===== config.mk =====
export PLATFORM = sky130hd
export DESIGN_NAME = can_crc_unit_flat
export DESIGN_NICKNAME = d
export VERILOG_FILES = /design/src/rtl/can_crc_pkg.sv /design/src/rtl/can_crc_unit_if.sv /design/src/rtl/can_crc_step.sv /design/src/rtl/can_crc_unit.sv /design/src/flat_wrapper.sv
export SDC_FILE = /design/constraint.sdc
export NUM_CORES = 1
export LEC_CHECK = 0
export CELL_PAD_IN_SITES_DETAIL_PLACEMENT = 1
export CELL_PAD_IN_SITES_GLOBAL_PLACEMENT = 1
export CORE_MARGIN = 3
export CORE_UTILIZATION = 39
export DETAILED_ROUTE_END_ITERATION = 10
export GPL_TIMING_DRIVEN = 0
export PLACE_DENSITY_LB_ADDON = 0.3
export SLEW_MARGIN = 20
export SYNTH_ARGS = -nofsm -noshare
export SYNTH_HDL_FRONTEND = slang
export SYNTH_SLANG_ARGS = --single-unit

===== constraint.sdc =====
create_clock -name clk -period 3.7 [get_ports clk]
set_clock_uncertainty 0.05 [all_clocks]
set_input_delay 0.74 -clock clk [delete_from_list [all_inputs] [get_ports clk]]
set_output_delay 0.74 -clock clk [all_outputs]
set_load 0.01 [all_outputs]

===== src/rtl/can_crc_pkg.sv =====
// Shared types and per-mode constants for the CAN CRC engine.
package can_crc_pkg;

    localparam int unsigned CRC_MAXW = 21;

    localparam logic [4:0] W_CRC15 = 5'd15;
    localparam logic [4:0] W_CRC17 = 5'd17;
    localparam logic [4:0] W_CRC21 = 5'd21;

    localparam logic [CRC_MAXW-1:0] DEF_POLY15 = 21'h004599;
    localparam logic [CRC_MAXW-1:0] DEF_POLY17 = 21'h01685B;
    localparam logic [CRC_MAXW-1:0] DEF_POLY21 = 21'h102899;

    localparam logic [CRC_MAXW-1:0] INIT15 = 21'h000000;
    localparam logic [CRC_MAXW-1:0] INIT17 = 21'h010000;
    localparam logic [CRC_MAXW-1:0] INIT21 = 21'h100000;

    typedef enum logic [1:0] {
        MODE_CRC15 = 2'd0,
        MODE_CRC17 = 2'd1,
        MODE_CRC21 = 2'd2
    } crc_mode_e;

    typedef enum logic [1:0] {
        ST_IDLE  = 2'd0,
        ST_ACCUM = 2'd1,
        ST_SHIFT = 2'd2
    } state_e;

    typedef struct packed {
        logic [4:0]          width;
        logic [CRC_MAXW-1:0] poly;
        logic [CRC_MAXW-1:0] init;
    } crc_cfg_t;

    // Encoding 3 is not a distinct mode; it folds onto CRC-15.
    function automatic crc_mode_e mode_decode(input logic [1:0] m);
        case (m)
            2'd1:    return MODE_CRC17;
            2'd2:    return MODE_CRC21;
            default: return MODE_CRC15;
        endcase
    endfunction

    function automatic crc_cfg_t crc_lookup(input crc_mode_e m,
                                            input logic [CRC_MAXW-1:0] p15,
                                            input logic [CRC_MAXW-1:0] p17,
                                            input logic [CRC_MAXW-1:0] p21);
        crc_cfg_t c;
        case (m)
            MODE_CRC17: c = '{width: W_CRC17, poly: p17, init: INIT17};
            MODE_CRC21: c = '{width: W_CRC21, poly: p21, init: INIT21};
            default:    c = '{width: W_CRC15, poly: p15, init: INIT15};
        endcase
        return c;
    endfunction

endpackage


===== src/rtl/can_crc_unit_if.sv =====
// Control/data bundle between the bit (de)stuffer and the CRC engine.
interface can_crc_unit_if #(
    parameter int unsigned MAXBITS = 21
);
    logic               start;
    logic [1:0]         mode;
    logic               bit_valid;
    logic               din;
    logic               shift_out;
    logic [MAXBITS-1:0] crc;
    logic               crc_zero;
    logic               tx_bit;
    logic               tx_last;
    logic               busy;

    modport master (
        output start, mode, bit_valid, din, shift_out,
        input  crc, crc_zero, tx_bit, tx_last, busy
    );

    modport slave (
        input  start, mode, bit_valid, din, shift_out,
        output crc, crc_zero, tx_bit, tx_last, busy
    );
endinterface


===== src/rtl/can_crc_step.sv =====
// Single-bit LFSR step of a W-bit CRC; result masked to the active width.
module can_crc_step #(
    parameter int unsigned MAXBITS = 21
) (
    input  logic [MAXBITS-1:0] crc_i,
    input  logic               din_i,
    input  logic [MAXBITS-1:0] poly_i,
    input  logic [4:0]         width_i,
    output logic [MAXBITS-1:0] crc_o
);
    logic [MAXBITS-1:0] mask;
    logic               nxt;

    always_comb begin
        mask = '0;
        for (int unsigned i = 0; i < MAXBITS; i++) begin
            mask[i] = (i < 32'(width_i));
        end
        nxt   = din_i ^ crc_i[width_i - 5'd1];
        crc_o = ({crc_i[MAXBITS-2:0], 1'b0} ^ (nxt ? poly_i : '0)) & mask;
    end
endmodule


===== src/rtl/can_crc_unit.sv =====
// Bit-serial CRC-15/17/21 engine: accumulate frame bits, then shift CRC out MSB-first.
module can_crc_unit
    import can_crc_pkg::*;
#(
    parameter int unsigned         MAXBITS = CRC_MAXW,
    parameter logic [CRC_MAXW-1:0] POLY15  = DEF_POLY15,
    parameter logic [CRC_MAXW-1:0] POLY17  = DEF_POLY17,
    parameter logic [CRC_MAXW-1:0] POLY21  = DEF_POLY21
) (
    input  logic            clk,
    input  logic            rst,
    can_crc_unit_if.slave   bus
);
    state_e             state_q, state_d;
    crc_mode_e          mode_q, mode_d;
    logic [MAXBITS-1:0] crc_q, crc_d, step_crc;
    logic               zero_q, zero_d;
    logic [4:0]         cnt_q, cnt_d;
    logic               tx_bit, step_din;
    crc_cfg_t           cur_cfg, new_cfg;
    logic               cfg_unused;

    assign cur_cfg    = crc_lookup(mode_q, POLY15, POLY17, POLY21);
    assign new_cfg    = crc_lookup(mode_decode(bus.mode), POLY15, POLY17, POLY21);
    assign cfg_unused = ^{cur_cfg.init, new_cfg.width, new_cfg.poly};

    assign tx_bit = crc_q[cur_cfg.width - 5'd1];
    // Feeding the register's own MSB back cancels the feedback term, so the
    // same step yields the plain zero-fill shift needed in SHIFT.
    assign step_din = (state_q == ST_SHIFT) ? tx_bit : bus.din;

    can_crc_step #(.MAXBITS(MAXBITS)) u_step (
        .crc_i   (crc_q),
        .din_i   (step_din),
        .poly_i  (MAXBITS'(cur_cfg.poly)),
        .width_i (cur_cfg.width),
        .crc_o   (step_crc)
    );

    always_comb begin
        state_d = state_q;
        mode_d  = mode_q;
        crc_d   = crc_q;
        cnt_d   = cnt_q;
        if (bus.start) begin
            state_d = ST_ACCUM;
            mode_d  = mode_decode(bus.mode);
            crc_d   = MAXBITS'(new_cfg.init);
            cnt_d   = '0;
        end else begin
            case (state_q)
                ST_ACCUM: begin
                    if (bus.shift_out) begin
                        state_d = ST_SHIFT;
                        cnt_d   = cur_cfg.width - 5'd1;
                    end else if (bus.bit_valid) begin
                        crc_d = step_crc;
                    end
                end
                ST_SHIFT: begin
                    if (bus.bit_valid) begin
                        crc_d = step_crc;
                        if (cnt_q == '0) begin
                            state_d = ST_IDLE;
                        end else begin
                            cnt_d = cnt_q - 5'd1;
                        end
                    end
                end
                default: ;
            endcase
        end
        zero_d = (crc_d == '0);
    end

    always_ff @(posedge clk) begin
        if (rst) begin
            state_q <= ST_IDLE;
            mode_q  <= MODE_CRC15;
            crc_q   <= '0;
            zero_q  <= 1'b1;
            cnt_q   <= '0;
        end else begin
            state_q <= state_d;
            mode_q  <= mode_d;
            crc_q   <= crc_d;
            zero_q  <= zero_d;
            cnt_q   <= cnt_d;
        end
    end

    assign bus.crc      = crc_q;
    assign bus.crc_zero = zero_q;
    assign bus.tx_bit   = tx_bit;
    assign bus.tx_last  = (state_q == ST_SHIFT) && (cnt_q == '0);
    assign bus.busy     = (state_q != ST_IDLE);
endmodule


===== src/flat_wrapper.sv =====
// flat-port wrapper written by rule: the top's interface ports become plain ports
module can_crc_unit_flat import can_crc_pkg::*;
#(
    parameter int unsigned         MAXBITS = CRC_MAXW,
    parameter logic [CRC_MAXW-1:0] POLY15  = DEF_POLY15,
    parameter logic [CRC_MAXW-1:0] POLY17  = DEF_POLY17,
    parameter logic [CRC_MAXW-1:0] POLY21  = DEF_POLY21
)
  (clk, rst, bus_start, bus_mode, bus_bit_valid, bus_din, bus_shift_out, bus_crc, bus_crc_zero, bus_tx_bit, bus_tx_last, bus_busy);
  can_crc_unit_if #(.MAXBITS(MAXBITS)) bus_i ();
  input  logic clk;
  input  logic rst;
  input wire logic [$bits(bus_i.start)-1:0] bus_start;
  input wire logic [$bits(bus_i.mode)-1:0] bus_mode;
  input wire logic [$bits(bus_i.bit_valid)-1:0] bus_bit_valid;
  input wire logic [$bits(bus_i.din)-1:0] bus_din;
  input wire logic [$bits(bus_i.shift_out)-1:0] bus_shift_out;
  output wire logic [$bits(bus_i.crc)-1:0] bus_crc;
  output wire logic [$bits(bus_i.crc_zero)-1:0] bus_crc_zero;
  output wire logic [$bits(bus_i.tx_bit)-1:0] bus_tx_bit;
  output wire logic [$bits(bus_i.tx_last)-1:0] bus_tx_last;
  output wire logic [$bits(bus_i.busy)-1:0] bus_busy;
  assign bus_i.start = bus_start;
  assign bus_i.mode = bus_mode;
  assign bus_i.bit_valid = bus_bit_valid;
  assign bus_i.din = bus_din;
  assign bus_i.shift_out = bus_shift_out;
  assign bus_crc = bus_i.crc;
  assign bus_crc_zero = bus_i.crc_zero;
  assign bus_tx_bit = bus_i.tx_bit;
  assign bus_tx_last = bus_i.tx_last;
  assign bus_busy = bus_i.busy;
  can_crc_unit #(.MAXBITS(MAXBITS), .POLY15(POLY15), .POLY17(POLY17), .POLY21(POLY21)) u_core (.clk(clk), .rst(rst), .bus(bus_i));
endmodule

### Yosys cells after proc, flatten, opt, wreduce, memory -nomap -nowiden

Index checks and enable logic that the tools add are counted.

| word-level totals | value |
|---|---|
| bits of input ports | 8 |
| register bits | 31 |
| word-level logic and storage cells | 78 |
| output and inout port bits | 25 |

| operators by class | value |
|---|---|
| reduce and logical (&&, ||, !) cells | 10 |
| $add $sub $neg | 2 |
| bitwise gates (word level) | 3 |
| magnitude comparators | 22 |
| muxes and demuxes | 20 |
| equal/unequal tests | 15 |

Operator list:

| cell | number |
|---|---|
| 47-bit case mux with 2 select lines | 1 |
| 21-bit two-way mux | 4 |
| 21-bit case mux with 2 select lines | 2 |
| 4-bit by 5-bit < comparator with 1-bit output, first input constant | 8 |
| 5-bit < comparator, first input constant | 5 |
| 21-bit bitwise AND | 1 |
| 21-bit zero test | 1 |
| 21-bit XOR | 1 |
| 3-bit by 5-bit < comparator with 1-bit output, first input constant | 4 |
| 5-bit two-way mux | 3 |
| 4-bit AND reduction | 3 |
| 1-bit by 5-bit < comparator with 1-bit output, first input constant | 2 |
| 2-bit by 5-bit < comparator with 1-bit output, first input constant | 2 |
| 5-bit case mux with 2 select lines | 1 |
| 5-bit by 1-bit subtractor with 5-bit output, second input constant | 2 |
| 3-bit != test, second input constant | 3 |
| 2-bit by 1-bit equality test with 1-bit output, second input constant | 4 |
| 2-bit equality test, second input constant | 4 |
| 2-bit != test, second input constant | 4 |
| 2-bit case mux with 2 select lines | 2 |
| 5-bit by 6-bit < comparator with 1-bit output, second input constant | 1 |
| 2-bit two-way mux | 3 |
| 1-bit binary-select mux with 5-bit select | 1 |
| 5-bit zero test | 1 |
| 6 further kinds | 9 |

### Depth between registers and ports, before layout

| depth | value |
|---|---|
| word-level depth | 15 |
| mapped depth | 11 |
| gate-level depth less buffers | 9 |

### Modules after synthesis

Synthesis repeated with hierarchy kept, for this count alone.

| second synthesis, totals | value |
|---|---|
| cells, all modules | 480 |
| area, all modules | 3,454.6 um2 |

By module, submodules not included:

| module | cells an instance | instances | area each (um2) |
|---|---|---|---|
| can_crc_step | 305 | 1 | 1,931.9 |
| can_crc_unit | 175 | 1 | 1,522.7 |

### Worst setup path after synthesis

No wires, ideal clock.

| timing | value |
|---|---|
| path type | input port to flip-flop |
| start point | input bus_din |
| end point | register u_core.zero_q, in the netlist u_core.bus.crc_zero |
| data required time | 3,591 ps |
| stages | 8 |
| buffers on the path | 1 |
| arrival | 2,534 ps |
| path slack | 1,057 ps |
| setup time | 59 ps |
| path through | buf_2 -> or3b_2 -> mux2i_4 -> mux2_2 -> o211ai_1 -> nand2_1 -> a211oi_2 -> a41o_1 |

| between the ends | value |
|---|---|
| word-level cells in the longest chain between the ends | 10 |

RTL lines:

| item | line | source |
|---|---|---|
| start: declaration | flat_wrapper.sv:16 | `input wire logic [$bits(bus_i.din)-1:0] bus_din;` |
| 1-bit two-way mux (*) | can_crc_unit.sv:30 | `assign step_din = (state_q == ST_SHIFT) ? tx_bit : bus.din;` |
| 1-bit XOR (*) | can_crc_step.sv:19 | `nxt = din_i ^ crc_i[width_i - 5'd1];` |
| 21-bit two-way mux (*) | can_crc_step.sv:20 | `crc_o = ({crc_i[MAXBITS-2:0], 1'b0} ^ (nxt ? poly_i : '0)) & mask;` |
| 21-bit XOR (*) | can_crc_step.sv:20 |  |
| 21-bit bitwise AND (*) | can_crc_step.sv:20 |  |
| 21-bit two-way mux (*) | can_crc_unit.sv:56, can_crc_unit.sv:61 |  |
| 21-bit two-way mux | can_crc_unit.sv:53 | `if (bus.shift_out) begin` |
| 21-bit case mux with 2 select lines (*) | can_crc_unit.sv:51 | `case (state_q)` |
| 21-bit two-way mux (*) | can_crc_unit.sv:45 | `if (bus.start) begin` |
| 21-bit zero test (*) | can_crc_unit.sv:73 | `zero_d = (crc_d == '0);` |
| end signal: assignment | can_crc_unit.sv:87 | `zero_q <= zero_d;` |
| end: declaration | can_crc_unit.sv:17 | `logic zero_q, zero_d;` |

Every way passes the cells marked *; elsewhere a longest branch is shown, timed or not.
A chain may end at the register's enable or synchronous reset.

### Final worst setup path

| timing | value |
|---|---|
| start point | register u_core.state_q[0] |
| end point | output bus_tx_last |

| between the ends | value |
|---|---|
| word-level cells in the longest chain between the ends | 2 |

RTL lines:

| item | line | source |
|---|---|---|
| start: declaration | can_crc_unit.sv:14 | `state_e state_q, state_d;` |
| start signal: assignment | can_crc_unit.sv:84 | `state_q <= state_d;` |
| 2-bit equality test | can_crc_unit.sv:95 | `assign bus.tx_last = (state_q == ST_SHIFT) && (cnt_q == '0);` |
| 1-bit logical AND | can_crc_unit.sv:95 |  |
| end: declaration | flat_wrapper.sv:21 | `output wire logic [$bits(bus_i.tx_last)-1:0] bus_tx_last;` |

Every way passes these cells.

==> flow_summary.ini <==
[clock_tree]
cts_hold_buffers = 0
h-tree-depth = 2
cts_resized = 0
clk_latency_ns = 0.28
cts-root-buf = clkbuf_8
clock_path_buffers = 2
cts_buffers = 5
post_cts_buffers = 0
clk_pin_slew_ns = 0.07
clock-sinks = 31
cts_tree = done

[global_routing]
grt_pass1_wl_mm = 9.83
grt_max_degree = 11
grt_pass1_vias = 1953
track_usage_pct = 21.1
antenna_found_initial = 0
gr-total-overflow = 0

[pwr]
power.density_mw_per_mm2 = 304
vdd_ir_drop_max_mv = 0.217
power.total_mw = 0.746
p_leak_nw = 0.945

[synthesis]
synth_flop_cell = dfxtp_1
syn_area_mm2 = 0.00196
synth_warnings = 0
synth_cell_types = 51
synth_edf_count = 0
synthTopCellsByArea = dfxtp_1 32%, nor2_1 5.9%, ha_1 5.7%
async_flop_share_pct = 0
synth_cells = 235
synth-seq-cells = 31
syn_avg_cell_area_um2 = 8.35
seq_area_frac_synth_pct = 31.6
yosys.area.top_type = dfxtp_1
syn-num-nets = 252
yosysTopAreaCellShare_pct = 31.6

[placement]
io_buffers = 32
dp_hpwl_mm = 4.38
place_inst = 334
gp_congestion = 0.821
place_area_mm2 = 0.00237
place_ws_ns = 0.439

[critical_path]
crit_chain = inv_1 > ha_1 > clkbuf_1 > clkbuf_1 > and2_1 > clkdlybuf4s50_1
crit_slowest_cell = clkdlybuf4s50_1
cpLargestDelayFamily = buffers and inverters
cp_num_buf_inv = 4
slowest_delay_ns = 0.54
worst-path-stages = 6
required_ns = 2.91
critPathLaunchType = flop
arrival_ns = 2.42
worstPathMaxFanout = 10
crit_top_cell = clkbuf_1
reg2regPathDepth = 10
criticalPathCategory = flop to primary output
endpoint_kind = primary output

[final_layout]
nFillCells = 574
design_area_mm2 = 0.00245
layout_common_cells = 32 x clkdlybuf4s50_1, 31 x nor2_1, 31 x dfxtp_1
multi_input_area_mm2 = 0.00123
layout_commonest_cell = clkdlybuf4s50_1
drive_above_1_share_pct = 7.64
nets = 291
diodes = 0
syn2layout_area_growth_pct = 24.9
regArea_um2 = 621
layoutNonFillerInstCount = 342

[floorplanning]
core-area_mm2 = 0.00479
dieHeight_um = 77.0
die_w_um = 77.0
core.rowCount = 25
die_area_mm2 = 0.00592
pin_count = 33
start_util_pct = 41.0

[timing]
drv_slew = 0
setup_viol = 0
fin_crit_sh_pct = 86.7
grt_setup_unrepaired = no
slew_headroom_pct = 62.7
hold_viol_final = 0
period_needed_ns = 3.21
worst-slew-pin-transition_ns = 0.544
tns_ns = 0
fin_ws_ns = 0.492
fmax_ghz = 0.312

[drt]
drc = 0
via_per_inst = 5.59
antenna_left = 0
vias = 1913
first_iter_violations = 104
wirelength_mm = 5.85
drtPass1Iterations = 4
avgRoutedWirePerCell_um = 17.1

[min_path]
holdCritPathClass = flop to flop
min_path_cells = 2

[flow_run]
maxCapViolCount = 0

[status]
status = complete, no violations
final timing paths:
kind	slack, ns	to	startpoint
worst max register to register	0.75	u_core.bus.crc_zero$_SDFF_PP1_	u_core.mode_q[0]$_SDFFE_PP0P_
worst min register to register	0.45	u_core.cnt_q[3]$_SDFFE_PP0P_	u_core.cnt_q[3]$_SDFFE_PP0P_
worst min-delay path	0.45	u_core.cnt_q[3]$_SDFFE_PP0P_	u_core.cnt_q[3]$_SDFFE_PP0P_
worst max-delay path	0.49	bus_tx_last	u_core.state_q[0]$_SDFFE_PP0P_
cells by family after synthesis:
group           Yosys count  share of synthesized area (%)
compound gates           61                           21.7
fa+ha+maj                 9                           5.74
flops                    31                           31.6
mux                      12                           8.16
buf+inv                  26                           5.93
simple gates             84                           21.5
xor+xnor                 12                           5.35
worst register-to-register path: stages (launching register included):
cell     delay, ns
dfxtp_1       0.38
inv_1         0.08
ha_1          0.28
buf_2         0.19
mux4_2        0.54
xnor2_1       0.15
nor3_1        0.25
xor2_1        0.11
a32o_1        0.28
nor4_1        0.37
a41o_1        0.23
layer usage:
| metal | wire, um | vias up | track usage (%) |
|---|---|---|---|
| li1 | - | 922 | - |
| met1 | 2770 | 949 | 28.0 |
| met2 | 2790 | 35 | 34.9 |
| met3 | 209 | 7 | 3.99 |
| met4 | 76 | 0 | 5.62 |
| met5 | 0 | - | 0 |
cell usage after synthesis (3+ instances only):
library cell   n
nor2b_1        5
a22oi_1       14
and2_1         3
nand3_1        3
xor2_1         8
nor4_1         3
ha_1           9
nand2b_1       3
xnor2_1        4
nand2_1       13
buf_2          3
o21ai_0       11
nor3_1         5
a21oi_1       10
dfxtp_1       31
nor2_1        31
nand3b_1       3
clkbuf_1       9
nor3b_1        3
mux2i_1        7
a32oi_1        6
inv_1         12
registers in the layout, summed over array words and instances, names as in the netlist:
name	cells
u_core.mode_q	2
u_core.cnt_q	5
u_core.state_q	2
u_core.bus.crc_zero	1
u_core.bus.crc	21
power by group:
part	internal, mW	switching, mW	total, mW
Combinational	0.0563	0.0782	0.135
Sequential	0.340	0.00654	0.347
Clock	0.131	0.134	0.265
Total	0.528	0.218	0.746
stage by stage:
stage	hold slack (ns)	util [%]
2_1_floorplan	0.413	-
3_3_place_gp	0.434	49.5
3_5_place_dp	0.443	49.5
4_1_cts	0.453	51.2
5_1_grt	0.505	51.2
6_report	0.448	51.2
final cells by class:
cell class                      count  area share (%)
Multi-Input combinational cell    178            50.0
Sequential cell                    31            25.3
Timing Repair Buffer               32            13.1
Tap cell                           67            3.42
Clock buffer                        6            2.96
Buffer                             14            2.91
Inverter                           12            1.84
Clock inverter                      2           0.510
Power figures use the tool's default switching activity.
==> variant 1: new RTL, same flow settings <==
Set the package constant `CRC_MAXW` to 42 (it was 21).
--- a/src/rtl/can_crc_pkg.sv
+++ b/src/rtl/can_crc_pkg.sv
@@ -1,7 +1,7 @@
 // Shared types and per-mode constants for the CAN CRC engine.
 package can_crc_pkg;
 
-    localparam int unsigned CRC_MAXW = 21;
+    localparam int unsigned CRC_MAXW = 42;
 
     localparam logic [4:0] W_CRC15 = 5'd15;
     localparam logic [4:0] W_CRC17 = 5'd17;
Ports: changed (resized bus_crc); port bits go from 33 to 54. The function was not compared with the original's and may differ.
==> variant 1 against the unedited design <==
Synthesized cell count up 24%. Non-clock buffer count up 22. Wire length up 29%. Total power up 42%. Global-route usage down 0.11 points. Setup slack better by 130 ps. Area after synthesis up 30%. Clock power up 35%. Highest routed layer unchanged. Design area up 33%. Sequential cell count up 21.
==> variant 1: results (changes against the unedited design) <==
Run status
The flow ran to the end, and the final reports show no timing, DRC or antenna violations.

Synth
The synthesized area per cell is 8.76 sq um (+4.9%). The number of enable flip-flop cells after synthesis is 0 (unchanged). The post-synthesis sequential area ratio is 40.8% (+9.2 points). Ranked by instance count, the synthesized netlist is headed by dfxtp_1, nor2_1, and2_1, a22oi_1.

The total nets after synthesis is 308 (+22%). The count of cell types in the netlist is 52 (+2.0%). By area the synthesized netlist is led by dfxtp_1, and2_1, nor2_1.

Placed design
The count of port buffers added during placement came to 51 (+59%). The worst setup slack after placement is 386 ps (-53.0 ps). The total half-perimeter wirelength after legalization and detailed placement is 5.76 mm (+31%). The count of placed standard cells including taps came to 417 (+25%). The last weighted congestion value of the routability-driven placer is 0.878 (+6.9%). The placement-stage cell area was 3150 sq um (+33%).

STA
The worst hold margin is 445 ps (-3.19 ps). The highest clock frequency the design can meet is 325 MHz (+4.1%). The worst slew margin relative to its limit is 32.3% (-30 points).

Layout
The flip-flop count of the largest register after layout came to 42 (+100%). The number of nets in the layout is 366 (+26%). The share of post-route cells with drive strength above 1 came to 4.57% (-3.1 points).

Worst setup path
The worst-case register-to-register setup slack came to 730 ps (-20 ps). The largest fanout of any net on the critical path is 4 (-6). The data arrival time at the worst-slack endpoint is 2290 ps (-130 ps). The family of cells with the greatest summed delay on the critical path is buffers and inverters. The most critical setup path has its endpoint at bus_tx_bit. The largest incremental delay on the critical path came to 590 ps (+50 ps). The cell with the biggest individual delay on the critical path is mux4_2. The worst register-to-register path ends at u_core.bus.crc_zero.

CTS
The insertion delay to the later sink of the worst-skew pair is 320 ps (+40 ps). The clock-pin slew reported for the worst setup and hold paths after clock tree synthesis is 110 ps (+40 ps). The maximum count of clock buffers along a single path is 2 (unchanged).

Hold path
The worst hold endpoint is u_core.bus.crc[33]. The number of instances on the worst hold path is 1 (-1). In this run the most critical hold path is launched from u_core.bus.crc[33].

Routing
The via count of the routed design is 2430 (+27%). The sum of routed wire length over all layers is 7.54 mm (+29%). The met3 wire length is 353 um (+69%). The initial DRC count was 167 (+61%). The met2 wire length is 3.67 mm (+32%). The routed wirelength normalized by instance count is 17.7 um (+3.8%). The sum of routed wire segments on met1 is 3.41 mm (+23%).

Global routing
The global-route wire length before repair was 12.5 mm (+28%). The maximum number of pins on one net before global-route repair is 20 (+9). The number of global-route vias before repair came to 2535 (+30%). The aggregate global-route resource usage is 21.0% (-0.11 points). The met1 track demand over resource was 28.3% (+0.32 points). The met3 track utilization from global routing is 2.84% (-1.2 points).

Power and ir drop
The maximum vdd ir drop is 214 uV (-1.7%). The power drawn by the combinational cells is 0.131 mW (-3%). The switching power is 0.304 mW (+39%). The total power density per cell area is 326 nW/um^2 (+7.1%). The total clock network power is 0.358 mW (+35%). The leakage power figure is 1.19 nW (+26%).

Floorplanning
The number of core rows is 28 (+12%).
[variant 1: cell types whose count changed in the layout (fill, tap and decap cells not counted), sizes merged, moves of 3 or more]
cell | before | now
a21oi | 10 | 13
a32oi | 6 | 3
and2 | 3 | 24
clkdlybuf4s50 | 32 | 51
dfxtp | 31 | 52
mux2i | 9 | 4
nand3b | 3 | 9
nor2 | 31 | 35
nor3 | 5 | 9
nor4 | 3 | 8
xor2 | 8 | 4
[variant 1: final cells by class]
type                            instances  area (sq um)
Buffer                                 17          67.6
Clock inverter                          3          33.8
Multi-Input combinational cell        209          1390
Sequential cell                        52          1040
Clock buffer                            5          68.8
Timing Repair Buffer                   51           510
Tap cell                               75          93.8
Inverter                               13          48.8
Fill cell                             735          2870
[variant 1: logic make-up (layout without fill, tap and decap cells)]
logic type,count (synthesis),after routing,synth area share [%]
compound gates,66,66,18.1
xor+xnor,10,10,4.17
fa+ha+maj,9,9,4.42
buf+inv,30,89,4.56
flops,52,52,40.8
mux,5,5,2.45
simple gates,119,119,25.5
==> variant 2: new RTL, same settings <==
Without the edit above. Re-encode `crc_mode_e` (3 values) as one-hot, 3 bits wide.
--- a/src/rtl/can_crc_pkg.sv
+++ b/src/rtl/can_crc_pkg.sv
@@ -15,10 +15,10 @@
     localparam logic [CRC_MAXW-1:0] INIT17 = 21'h010000;
     localparam logic [CRC_MAXW-1:0] INIT21 = 21'h100000;
 
-    typedef enum logic [1:0] {
-        MODE_CRC15 = 2'd0,
-        MODE_CRC17 = 2'd1,
-        MODE_CRC21 = 2'd2
+    typedef enum logic [2:0] {
+        MODE_CRC15 = 3'b001,
+        MODE_CRC17 = 3'b010,
+        MODE_CRC21 = 3'b100
     } crc_mode_e;
 
     typedef enum logic [1:0] {
Function: no difference found for any inputs over 4 cycles, from zero or initial values and one cycle with rst high; so few cycles prove little.
==> variant 2 against the unedited design <==
Wire length grew 20%. Total power grew 18%. Via count grew 16%. Sequential cell count grew 1. Design area grew 11%. Hold slack gained 6.1 ps. Setup slack gained 190 ps. Largest power group is now the clock network. Highest routed layer unchanged. Register-to-register slack gained 280 ps. Critical path type unchanged. Final cell count grew 11%. Area after synthesis grew 12%.
==> variant 2: results (changes against the unedited design) <==
Layout
The number of nets in the layout is 325 (+12%). The share of post-route cells with drive strength above 1 came to 11.6% (+3.9 points). The number of cells in the finished layout apart from fillers is 381 (+11%).

The total inserted antenna cells was 0 (unchanged).

Routing
The via-per-instance ratio is 5.81 (+3.9%). The number of iterations in the first detailed-routing pass is 4 (unchanged). The sum of routed wire length over all layers was 7.00 mm (+20%). The initial DRC count is 246 (+140%).

Worst setup path
The end point of the critical path is bus_tx_last. The number of cells on the worst reg-to-reg path is 10 (unchanged). The data arrival time at the worst-slack endpoint is 2230 ps (-190 ps). The origin of the critical flop-to-flop path is u_core.state_q[0]. The worst-case register-to-register setup slack was 1030 ps (+280 ps). The largest individual stage delay along the critical path comes from the cell clkdlybuf4s50_1.

Run status
The flow ran to the end, and the final reports show no timing, DRC or antenna violations.

Placed design
The count of placed standard cells including taps is 373 (+12%). The last weighted congestion value of the routability-driven placer came to 0.889 (+8.2%). The count of port buffers added during placement is 31 (-3.1%).

The placement-stage cell area came to 2600 sq um (+9.7%). The total half-perimeter wirelength after legalization and detailed placement is 5.27 mm (+20%). The worst setup slack after placement is 604 ps (+165 ps).

Power and ir drop
The maximum vdd ir drop is 187 uV (-14%). The combinational fraction of design power is 16.7% (-1.3 points). The power drawn by the combinational cells was 0.147 mW (+9%). The leakage power figure came to 1.02 nW (+8.2%). The total clock network power is 0.376 mW (+42%). The internal portion of total power is 0.647 mW (+23%).

Global routing
The aggregate global-route resource usage came to 24.0% (+2.9 points). The number of global-route vias before repair came to 2400 (+23%). The global-route wire length before repair is 12.0 mm (+22%).

The maximum number of pins on one net before global-route repair is 11 (unchanged).

Synth
The biggest area consumer among synthesized cells is dfxtp_1. The synthesized area per cell was 8.08 sq um (-3.3%). The count of cell types in the netlist was 64 (+25%). The total nets after synthesis is 287 (+14%). The fraction of registers with async set/reset is 0% (unchanged).

The post-synthesis sequential area ratio is 29.1% (-2.5 points). Sorting the synthesized cells by how often they occur yields nor2_1, dfxtp_1, a21oi_1, nand2_1, inv_1. Ranked by total cell area, the synthesized netlist is headed by dfxtp_1, nor2_1, a22oi_1. The number of warnings printed during yosys synthesis is 0 (unchanged).

Hold path
The worst hold endpoint is u_core.cnt_q[3]. The number of instances on the worst hold path is 2 (unchanged).

STA
The minimum period implied by the final worst setup slack came to 3020 ps (-187 ps). The worst hold margin is 455 ps (+6.14 ps). The final sum of negative setup slack is 0 ps (unchanged). The slew at the pin with the worst max-slew slack is 679 ps (+134 ps). The number of setup violations in the final report is 0 (unchanged).

CTS
The number of gates resized after cts is 0 (unchanged). The clock-pin slew reported for the worst setup and hold paths after clock tree synthesis is 70 ps (about the same).
[variant 2: final cells by class]
type | instances | area (sq um)
multi-input combinational | 210 | 1410
tap | 70 | 87.6
buffer | 15 | 87.6
timing repair buffer | 31 | 310
sequential | 32 | 641
clock inverter | 1 | 30.0
fill | 672 | 2550
clock buffer | 7 | 96.3
inverter | 15 | 56.3
[variant 2: cell families (layout without fill, tap and decap cells)]
group           count (synthesis)  count (layout)  synth area share [%]
xor+xnor                       13              13                  5.86
buf+inv                        30              69                  6.54
compound gates                 85              85                  27.2
flops                          32              32                  29.1
fa+ha+maj                       7               7                  3.98
simple gates                  102             102                  25.9
mux                             3               3                  1.37
[variant 2: metal layers]
layer / GRT usage [%] / vias to the layer above / wire length, um
met3: 3.88 / 24 / 276
met4: 10.8 / 0 / 257
li1: - / 1052 / -
met1: 31.4 / 1075 / 3160
met5: 0 / - / 0
met2: 38.6 / 64 / 3310
